$ cat config.mk
export PLATFORM = sky130hd
export DESIGN_NAME = colour_decoder
export DESIGN_NICKNAME = d
export VERILOG_FILES = /design/src/rtl/colour_decoder.sv
export SDC_FILE = /design/constraint.sdc
export NUM_CORES = 1
export LEC_CHECK = 0
export CAP_MARGIN = 20
export CORE_UTILIZATION = 35
export CTS_CLUSTER_SIZE = 14
export DETAILED_ROUTE_END_ITERATION = 10
export PLACE_DENSITY_LB_ADDON = 0.08
export SETUP_SLACK_MARGIN = 0.2
export SLEW_MARGIN = 20
export SYNTH_ARGS = -nofsm -noshare
export SYNTH_HDL_FRONTEND = slang
export SYNTH_SLANG_ARGS = --single-unit
$ cat constraint.sdc
create_clock -name clk -period 4.79 [get_ports clk]
set_input_delay 0.958 -clock clk [delete_from_list [all_inputs] [get_ports clk]]
set_output_delay 0.958 -clock clk [all_outputs]
set_load 0.02 [all_outputs]
$ cat src/rtl/colour_decoder.sv
// Four-colour button decoder: sync, debounce, press FSM and a buffered valid/ready code output.
// Define COLOUR_DEC_FIFO_EN to replace the single holding register with a FIFO_DEPTH-entry FIFO.
module colour_decoder #(
  parameter int unsigned DEBOUNCE_CYCLES = 16,
  parameter int unsigned FIFO_DEPTH      = 4
) (
  input  logic       clk,
  input  logic       rst_n,
  input  logic       ena,
  input  logic [3:0] btn_in,
  output logic [1:0] colour_dec_out,
  output logic       dec_valid,
  input  logic       dec_ready,
  output logic       multi_err,
  output logic       overflow
);

  localparam int unsigned BTN_W  = 4;
  localparam int unsigned CODE_W = 2;
  localparam int unsigned CNT_W  = 8;
  localparam logic [CNT_W-1:0] CNT_LOAD = CNT_W'(DEBOUNCE_CYCLES - 1);

  if (DEBOUNCE_CYCLES < 2 || DEBOUNCE_CYCLES > 255 || FIFO_DEPTH < 2) begin : g_param_check
    $error("colour_decoder: parameter out of range");
  end

  typedef enum logic [1:0] {IDLE, HELD, BAD} state_t;

  logic [BTN_W-1:0]  sync1_q, sync2_q, sync3_q, pat_q;
  logic [CNT_W-1:0]  cnt_q;
  state_t            state_q, state_d;
  logic [BTN_W-1:0]  held_q, held_d;
  logic              multi_d;
  logic              push_c, pop_c, full_c, accept_c;
  logic              pat_zero_c, pat_onehot_c;
  logic [CODE_W-1:0] code_c;

  // Synchroniser always samples; the stability counter and pattern freeze when ena is low
  always_ff @(posedge clk or negedge rst_n) begin
    if (!rst_n) begin
      sync1_q <= '0;
      sync2_q <= '0;
      sync3_q <= '0;
      pat_q   <= '0;
      cnt_q   <= '0;
    end else begin
      sync1_q <= btn_in;
      sync2_q <= sync1_q;
      if (ena) begin
        sync3_q <= sync2_q;
        if (sync2_q != sync3_q) begin
          cnt_q <= '0;
        end else begin
          if (cnt_q != '1) cnt_q <= cnt_q + CNT_W'(1);
          if (cnt_q >= CNT_LOAD) pat_q <= sync2_q;
        end
      end
    end
  end

  assign pat_zero_c   = (pat_q == '0);
  assign pat_onehot_c = !pat_zero_c && ((pat_q & (pat_q - BTN_W'(1))) == '0);

  always_comb begin
    code_c = 2'b00;
    unique case (pat_q)
      4'b0010: code_c = 2'b01;
      4'b0100: code_c = 2'b10;
      4'b1000: code_c = 2'b11;
      default: code_c = 2'b00;
    endcase
  end

  // Press FSM state register
  always_ff @(posedge clk or negedge rst_n) begin
    if (!rst_n) begin
      state_q   <= IDLE;
      held_q    <= '0;
      multi_err <= 1'b0;
    end else begin
      state_q   <= state_d;
      held_q    <= held_d;
      multi_err <= multi_d;
    end
  end

  // One push per press; a changed or multi-hot pattern parks in BAD until full release
  always_comb begin
    state_d = state_q;
    held_d  = held_q;
    multi_d = 1'b0;
    push_c  = 1'b0;
    if (ena) begin
      unique case (state_q)
        IDLE: begin
          if (pat_onehot_c) begin
            push_c  = 1'b1;
            held_d  = pat_q;
            state_d = HELD;
          end else if (!pat_zero_c) begin
            multi_d = 1'b1;
            state_d = BAD;
          end
        end
        HELD: begin
          if (pat_zero_c)            state_d = IDLE;
          else if (pat_q != held_q)  state_d = BAD;
        end
        BAD: begin
          if (pat_zero_c) state_d = IDLE;
        end
        default: state_d = IDLE;
      endcase
    end
  end

  // Pop frees a slot before the push is judged, so a same-edge push into a full buffer fits
  assign pop_c    = dec_valid && dec_ready;
  assign accept_c = push_c && (!full_c || pop_c);

  always_ff @(posedge clk or negedge rst_n) begin
    if (!rst_n) begin
      overflow <= 1'b0;
    end else if (push_c && full_c && !pop_c) begin
      overflow <= 1'b1;
    end
  end

`ifdef COLOUR_DEC_FIFO_EN
  localparam int unsigned PTR_W  = $clog2(FIFO_DEPTH);
  localparam int unsigned CNTF_W = PTR_W + 1;

  logic [CODE_W-1:0] mem_q [FIFO_DEPTH];
  logic [PTR_W-1:0]  wr_ptr_q, rd_ptr_q;
  logic [CNTF_W-1:0] count_q;

  assign full_c = (count_q == CNTF_W'(FIFO_DEPTH));

  always_ff @(posedge clk or negedge rst_n) begin
    if (!rst_n) begin
      mem_q    <= '{default: '0};
      wr_ptr_q <= '0;
      rd_ptr_q <= '0;
      count_q  <= '0;
    end else begin
      if (accept_c) begin
        mem_q[wr_ptr_q] <= code_c;
        wr_ptr_q        <= wr_ptr_q + PTR_W'(1);
      end
      if (pop_c) rd_ptr_q <= rd_ptr_q + PTR_W'(1);
      unique case ({accept_c, pop_c})
        2'b10:   count_q <= count_q + CNTF_W'(1);
        2'b01:   count_q <= count_q - CNTF_W'(1);
        default: count_q <= count_q;
      endcase
    end
  end

  assign colour_dec_out = mem_q[rd_ptr_q];
  assign dec_valid      = (count_q != '0);
`else
  logic [CODE_W-1:0] hold_q;
  logic              hold_vld_q;

  assign full_c = hold_vld_q;

  always_ff @(posedge clk or negedge rst_n) begin
    if (!rst_n) begin
      hold_q     <= '0;
      hold_vld_q <= 1'b0;
    end else if (accept_c) begin
      hold_q     <= code_c;
      hold_vld_q <= 1'b1;
    end else if (pop_c) begin
      hold_vld_q <= 1'b0;
    end
  end

  assign colour_dec_out = hold_q;
  assign dec_valid      = hold_vld_q;
`endif

endmodule

==> After elaboration in Yosys (flattened, before gate mapping) <==
Cells that the tools add are included.
{ "totals": {"memories": 0, "output_inout_bits": 5, "inputBits": 8, "romBits": 0, "ram_bits": 0, "regBits": 35, "elab_cells": 63, "latch_bits": 0} }
{ "classes": {"reduce_logical": 18, "n_lt_le_gt_ge": 1, "bitwise_logic": 2, "mux": 18, "mul": 0, "div_mod_pow": 0, "shifts": 0, "addsub": 2, "n_eq_ne": 11} }
{ "op_table": {"columns": ["cell", "n"], "rows": [
  ["8-bit two-way mux", 2],
  ["2-bit one-hot mux with 3 select lines", 2],
  ["2-bit two-way mux", 5],
  ["1-bit two-way mux", 9],
  ["8-bit by 1-bit adder with 8-bit output (second input constant)", 1],
  ["8-bit by 4-bit >= comparator with 1-bit output (second input constant)", 1],
  ["4-bit zero test", 2],
  ["4-bit != test", 2],
  ["8-bit != test (second input constant)", 1],
  ["3-bit != test (second input constant)", 2],
  ["3-bit AND reduction", 2],
  ["1-bit logical AND", 5],
  ["4-bit AND", 1],
  ["4-bit by 2-bit equality test with 1-bit output (second input constant)", 1],
  ["4-bit by 3-bit equality test with 1-bit output (second input constant)", 1],
  ["4-bit equality test (second input constant)", 1],
  ["4-bit AND reduction", 1],
  ["2-bit nonzero test", 2],
  ["4-bit by 1-bit subtractor with 4-bit output (second input constant)", 1],
  ["1-bit zero test", 3],
  ["2-bit by 1-bit equality test with 1-bit output (second input constant)", 1],
  ["2-bit equality test (second input constant)", 1],
  ["2-bit zero test", 1],
  ["2-bit != test (second input constant)", 1],
  ["other kinds (3)", 3]
]} }

==> Longest topological paths before layout <==
Gate-level depths: netlist of the first run.
{ "logic_depth": {"word_depth": 9, "mapped_depth": 6, "depth_no_buf": 5} }

==> Least setup slack after synthesis of the first run <==
Ideal clock, no wire load.
{ "synth_timing": {"path_kind": "input to register", "from": "input ena", "to": "register hold_q[0] (netlist: colour_dec_out[0])", "path_stages": 4, "setup_time_ns": 0.128, "setup_slack_ns": 2.691, "n_path_buf": 0, "required_ns": 4.662, "arrival_ns": 1.971, "path_cell_list": "inv_1 > or3_1 > a221oi_2 > mux2_1"} }
{ "synth_between": {"elab_chain_len": 2} }
{ "synth_lines": {"columns": ["element", "line_no", "rtl"], "rows": [
  ["start: declaration", "9", "input logic ena,"],
  ["1-bit two-way mux", "93", "if (ena) begin"],
  ["1-bit logical AND", "119", "assign accept_c = push_c && (!full_c || pop_c);"],
  ["end signal: assignment", "172", "hold_q <= code_c;"],
  ["end: declaration", "162", "logic [CODE_W-1:0] hold_q;"]
]} }
Every way passes these cells.
A chain may end at the register's enable or synchronous reset.

==> Worst setup path after layout of the first run <==
Same ends and word-level chain as after synthesis.

==> out/qor.yml, run 1 <==
outcome:
  status: "finished, final reports clean"
clock_tree:
  htreeDepth: 2
  holdBufCountCts: 0
  clk-insertion-delay-late_ns: 0.29
  cts_tree: "built"
  clkSlewWorstSetupHoldPaths_ns: 0.07
  cts_setup_buffers: 0
  numCtsBuffers: 5
  ctsRootBufferMaster: "clkbuf_8"
  clockBufferDepth: 2
  cts-resized-gates: 0
  clock_sinks: 35
critical_path:
  critPathLaunchType: "input port"
  path_cells: "clkdlybuf4s50_1, inv_1, or3_1, a221oi_2, mux2_1"
  setup.worst_path.end_class: "flop"
  critPathTopFamily: "buffers and inverters"
  crit_arrival_ns: 2.97
  cp_slowest_stage_delay_ns: 0.77
  crit_type: "in -> reg"
  critPathRequiredTime_ns: 4.96
  critPathBufInv: 2
  critPathMaxFanout: 12
  worst_path_max_delay_cell: "clkdlybuf4s50_1"
power_and_ir_drop:
  power_density_mw_per_mm2: 321
  combinationalPowerShare: 0.065
  switching_share: 0.229
  p_int_mw: 0.476
  ir_worst_vdd_uv: 207
  seq_power_share: 0.499
  clkPwrFrac: 0.437
  p_leak_nw: 0.871
  p_sw_mw: 0.141
route:
  route.detailed.drc: 0
  drt-pass1-iter-count: 6
  routed_wl_mm: 2.87
  wire_per_inst_um: 14.1
  drt_iter0_markers: 44
  ant_nets: 0
  dr_total_vias: 1045
  vias_per_cell: 5.15
sta:
  setup_viol: 0
  tns_ns: 0
  skew_ns: 0.00215
  slew_violations: 0
  rsz0062_at_grt: "no"
  fin_crit_ns: 2.80
  timing.hold.ws_ns: 0.353
  setup_ws_ns: 1.99
  tightest_slew_ns: 0.483
  slew_headroom: 0.677
  report.final.hold_viol_count: 0
  final.period_utilization: 0.584
  fmax_mhz: 358
global_route:
  grt_pass1_wl_mm: 5.06
  grt.overflow.total: 0
  grt_antenna_before_repair: 0
  grt_usage: 0.134
  grt_max_degree: 36
  grt_pass1_vias: 1056
floorplan:
  ios: 13
  rows: 24
  die_y_um: 70.9
  placeableCoreArea_mm2: 0.00444
  initial_core_util: 0.374
  dieArea_mm2: 0.00502
  die_w_um: 70.9
placement:
  gp_congestion: 0.773
  place_ws_ns: 1.67
  dp_hpwl_mm: 2.01
  numPortBuffers: 12
  dp.cells: 195
yosys:
  synth_area_mm2: 0.00166
  ys_ff_latch: 35
  synth_edf_count: 0
  async_flop_share: 1.00
  yosysWarnings: 0
  synth_top_area_cell: "dfrtp_1"
  ys.flop_type: "dfrtp_1"
  yosysUniqueCellTypes: 39
  avgSynthCellArea_um2: 12.2
  ys_seq_area_frac: 0.528
  synthTopCellsByCount: "35 x dfrtp_1, 10 x nor2_1, 9 x xor2_1"
  yosys-top-cells-area: "dfrtp_1 53%, mux2_2 5.4%, xor2_1 4.7%"
  synth_fp_nets: 145
  synth_most_common_cell: "dfrtp_1"
  yosysTopAreaCellShare: 0.528
  syn_inst: 136
finish:
  fin_cells: 203
  drive_gt1_frac: 0.179
  syn2layout_area_growth_pct: 16.0
  nets: 159
  n_antenna_cell: 0
run:
  maxCapViolations: 0
min_path:
  hold_path_class: "reg -> reg"
-- per-stage QoR --
step / util / power, mW / area, µm²
6_report: 0.433 / 0.618 / 1930
5_1_grt: 0.433 / 0.654 / 1930
4_1_cts: 0.433 / 0.632 / 1930
3_5_place_dp: 0.407 / 0.354 / 1810
3_3_place_gp: 0.407 / 0.354 / 1810
2_1_floorplan: - / 0.337 / 1660
-- cell type report --
type	instances	area (µm²)
clock buffer	5	68.8
clock inverter	3	47.5
fill	434	2520
inverter	4	15.0
multi-input combinational	91	726
sequential	35	876
tap	52	65.1
timing repair buffer	13	128
-- cell usage in the layout, fill, tap and decap left out, drive strengths merged --
| master | n |
|---|---|
| dfrtp | 35 |
| mux2 | 13 |
| clkdlybuf4s50 | 12 |
| nor2 | 10 |
| xor2 | 9 |
| nand2 | 6 |
| o21ai | 5 |
| mux2i | 5 |
| clkbuf | 5 |
| inv | 5 |
| a21oi | 5 |
| nand3 | 4 |
| nor3 | 3 |
| nand4 | 3 |
| xnor2 | 3 |
| nand2b | 3 |
| nor4 | 3 |
| and3 | 2 |
| a21o | 2 |
| o211ai | 2 |
| or3 | 1 |
| maj3 | 1 |
| and2 | 1 |
| a221oi | 1 |
| o41ai | 1 |
| and4 | 1 |
| a21boi | 1 |
| or2b | 1 |
| nor3b | 1 |
| a41o | 1 |
| a31oi | 1 |
| a31o | 1 |
| ha | 1 |
| bufinv | 1 |
| clkinv | 1 |
| buf | 1 |
-- cell families (layout without fill, tap and decap cells) --
| group | Yosys count | after routing | synth area share |
|---|---|---|---|
| adder cells (fa/ha/maj) | 2 | 2 | 0.0136 |
| AND/OR/NAND/NOR | 39 | 39 | 0.130 |
| XOR/XNOR | 12 | 12 | 0.0633 |
| flip-flops | 35 | 35 | 0.528 |
| multiplexers | 18 | 18 | 0.127 |
| buffers and inverters | 10 | 25 | 0.0354 |
| AO/OA/AOI/OAI | 20 | 20 | 0.103 |
-- power by group through the flow --
stage	combinational (mW)	clock, mW	sequential, mW
after global placement	0.0400	0	0.314
after detailed placement	0.0405	0	0.314
final	0.0399	0.270	0.308
after global routing	0.0449	0.300	0.309
after CTS	0.0409	0.283	0.308
after floorplan	0.0246	0	0.313
-- final timing paths --
path,slack [ns],endpoint,startpoint,cells after the start
max,1.99,colour_dec_out[0]$_DFFE_PN0P_,ena,5
min,0.35,sync2_q[1]$_DFF_PN0_,sync1_q[1]$_DFF_PN0_,0
max reg2reg,2.87,pat_q[0]$_DFFE_PN0P_,sync2_q[1]$_DFF_PN0_,4
min reg2reg,0.35,sync2_q[1]$_DFF_PN0_,sync1_q[1]$_DFF_PN0_,0
max in group asynchronous,3.39,cnt_q[2]$_DFFE_PN0P_,rst_n,2
min in group asynchronous,1.08,colour_dec_out[1]$_DFFE_PN0P_,rst_n,2
-- flip-flops by register name, indices dropped and copies added, names as in the netlist --
register,cells
cnt_q,8
held_q,4
pat_q,4
sync1_q,4
sync2_q,4
sync3_q,4
colour_dec_out,2
state_q,2
dec_valid,1
multi_err,1
overflow,1
-- layer usage --
layer | up-vias | share of wire | global-route usage
li1 | 510 | - | -
met1 | 510 | 0.45 | 0.160
met2 | 20 | 0.49 | 0.215
met3 | 5 | 0.034 | 0.0427
met4 | 0 | 0.023 | 0.0756
met5 | - | 0 | 0
No activity file was read; power rests on OpenSTA's default activity.
==> inputs of run 2 (changes only) <==
==> constraint.sdc (replaced) <==
create_clock -name clk -period 2.3 [get_ports clk]
set_input_delay 0.46 -clock clk [delete_from_list [all_inputs] [get_ports clk]]
set_output_delay 0.46 -clock clk [all_outputs]
set_load 0.02 [all_outputs]
==> run 2 against run 1 <==
  * Global-route usage decreased by 0.43 points
  * Clock power up 56%
  * Hold slack got worse by 0.0015 ns
  * Worst setup slack worse by 1.6 ns
  * Flip-flop and latch count is the same
  * Critical path type unchanged
  * Highest routed layer unchanged
==> out/qor.yml, run 2 (synthesis results as in run 1) <==
outcome:
  status: "finished, final reports clean"  # unchanged
min_path:
  hold_path_class: "reg -> reg"  # unchanged
critical_path:
  worst_path_max_delay_cell: "clkdlybuf4s50_1"  # unchanged
  crit_type: "in -> reg"  # unchanged
  startpoint: "ena"  # unchanged
  reg2reg_from: "pat_q[3]$_DFFE_PN0P_"  # was sync2_q[1]$_DFF_PN0_
  critPathRequiredTime_ns: 2.47  # was 4.96 ns
  path_cells: "clkdlybuf4s50_1, inv_1, or3_1, a221oi_2, mux2_1"  # unchanged
  critPathLaunchType: "input port"  # unchanged
  reg2reg_depth: 4  # unchanged
  critPathBufInv: 2  # unchanged
  critPathTopFamily: "buffers and inverters"  # unchanged
  crit_path_end: "colour_dec_out[0]$_DFFE_PN0P_"  # unchanged
  rrSetupSlack_ns: 0.49  # was 2.87 ns
  cp_slowest_stage_delay_ns: 0.52  # was 0.77 ns
  rr_endpoint: "colour_dec_out[0]$_DFFE_PN0P_"  # was pat_q[0]$_DFFE_PN0P_
  critPathMaxFanout: 3  # was 12
  crit_arrival_ns: 2.08  # was 2.97 ns
  setup.worst_path.end_class: "flop"  # unchanged
  path_depth: 5  # unchanged
placement:
  gp_congestion: 0.721  # was 0.773
  dp.cells: 199  # was 195
  dp_hpwl_mm: 1.99  # was 2.01 mm
  numPortBuffers: 12  # unchanged
run:
  maxCapViolations: 0  # unchanged
sta:
  slew_violations: 0  # unchanged
  setup_viol: 0  # unchanged
  tns_ns: 0  # unchanged
  slew_headroom: 0.686  # was 0.677
  timing.hold.ws_ns: 0.351  # was 0.353 ns
  rsz0062_at_grt: "no"  # unchanged
  fin_crit_ns: 1.91
  skew_ns: 0.00248  # was 0.00215 ns
  report.final.hold_viol_count: 0  # unchanged
  fmax_mhz: 523
  final.period_utilization: 0.831
  tightest_slew_ns: 0.469  # was 0.483 ns
clock_tree:
  cts_setup_buffers: 0  # unchanged
  cts-resized-gates: 0  # unchanged
  ctsRootBufferMaster: "clkbuf_8"  # unchanged
  holdBufCountCts: 0  # unchanged
  cts_tree: "built"  # unchanged
  htreeDepth: 2  # unchanged
  clkSlewWorstSetupHoldPaths_ns: 0.07  # about the same
  clockBufferDepth: 2  # unchanged
  clk-insertion-delay-late_ns: 0.28  # was 0.29 ns
  numCtsBuffers: 5  # unchanged
  clock_sinks: 35  # unchanged
finish:
  syn2layout_area_growth_pct: 15.7  # was 16.0%
  fin_cells: 207  # was 203
  mostFrequentLayoutCell: "dfrtp_1"  # unchanged
  nets: 163  # was 159
  largest_reg_flops: 8  # unchanged
  final_cell_mix: "35 x dfrtp_1, 12 x clkdlybuf4s50_1, 10 x nor2_1"  # unchanged
  regMostFlops: "cnt_q"  # unchanged
  drive_gt1_frac: 0.187  # was 0.179
  n_antenna_cell: 0  # unchanged
power_and_ir_drop:
  p_leak_nw: 0.875  # was 0.871 nW
  power_density_mw_per_mm2: 599  # was 321 mW/mm²
  p_total_mw: 1.15  # was 0.618 mW
  ir_worst_vdd_uv: 331  # was 207 µV
route:
  routed_wl_mm: 2.81  # was 2.87 mm
  drt-pass1-iter-count: 6  # unchanged
  route.detailed.drc: 0  # unchanged
  vias_per_cell: 4.92  # was 5.15
  wire_per_inst_um: 13.6  # was 14.1 µm
  drt_iter0_markers: 52  # was 44
  dr_total_vias: 1019  # was 1045
  ant_nets: 0  # unchanged
floorplan:
  initial_core_util: 0.374  # unchanged
  dieArea_mm2: 0.00502  # unchanged
  placeableCoreArea_mm2: 0.00444  # unchanged
  rows: 24  # unchanged
  ios: 13  # unchanged
  die_y_um: 70.9  # unchanged
  die_w_um: 70.9  # unchanged
global_route:
  grt_usage: 0.130  # was 0.134
  grt_pass1_vias: 1052  # was 1056
  grt_antenna_before_repair: 0  # unchanged
  grt_pass1_wl_mm: 4.91  # was 5.06 mm
  grt_max_degree: 36  # unchanged
  grt.overflow.total: 0  # unchanged
## run 2: changes by cell type in the layout (fill, tap and decap cells not counted), sizes merged
cell,previous run,this run
clkbuf,5,7
inv,5,4
bufinv,1,0
buf,1,5
## run 2: final cells by class
| class | count | area (µm²) |
|---|---|---|
| Clock buffer | 7 | 76.3 |
| Fill cell | 426 | 2520 |
| Timing Repair Buffer | 17 | 158 |
| Inverter | 4 | 15.0 |
| Multi-Input combinational cell | 91 | 726 |
| Sequential cell | 35 | 876 |
| Clock inverter | 1 | 5.00 |
| Tap cell | 52 | 65.1 |
## run 2: worst register-to-register path, delay by kind of cell (launching register included)
kind / cells / cell delay, ns
mux: 1 / 0.36
xor+xnor: 1 / 0.26
flops: 1 / 0.55
compound gates: 2 / 0.54
## run 2: per-layer routing
metal | routed length (µm) | track usage | up-vias
met5 | 0 | 0 | -
met2 | 1330 | 0.215 | 21
met3 | 98 | 0.0385 | 6
met1 | 1330 | 0.156 | 477
li1 | - | - | 515
met4 | 51 | 0.0600 | 0
## run 2: worst min path at each step
stage                            to                 start  slack [ns]  cells after the start
2_1_floorplan  cnt_q[0]$_DFFE_PN0P_                 rst_n        0.16                      0
3_3_place_gp   sync2_q[0]$_DFF_PN0_  sync1_q[0]$_DFF_PN0_        0.33                      0
3_5_place_dp   sync2_q[1]$_DFF_PN0_  sync1_q[1]$_DFF_PN0_        0.34                      0
4_1_cts        sync2_q[3]$_DFF_PN0_  sync1_q[3]$_DFF_PN0_        0.35                      0
5_1_grt        sync2_q[1]$_DFF_PN0_  sync1_q[1]$_DFF_PN0_        0.36                      0
6_report       sync2_q[3]$_DFF_PN0_  sync1_q[3]$_DFF_PN0_        0.35                      0
## run 2: stage by stage
| step | area, µm² | util | setup slack, ns |
|---|---|---|---|
| 6_report | 1920 | 0.432 | 0.389 |
| 5_1_grt | 1920 | 0.432 | 0.350 |
| 4_1_cts | 1920 | 0.432 | 0.411 |
| 3_5_place_dp | 1840 | 0.414 | 0.105 |
| 3_3_place_gp | 1840 | 0.414 | 0.134 |
| 2_1_floorplan | 1660 | - | 0.598 |
## run 2: report_power, final
group,switching (mW),internal [mW]
sequential,0.0103,0.632
combinational,0.0518,0.0370
clock,0.208,0.212
total,0.270,0.881
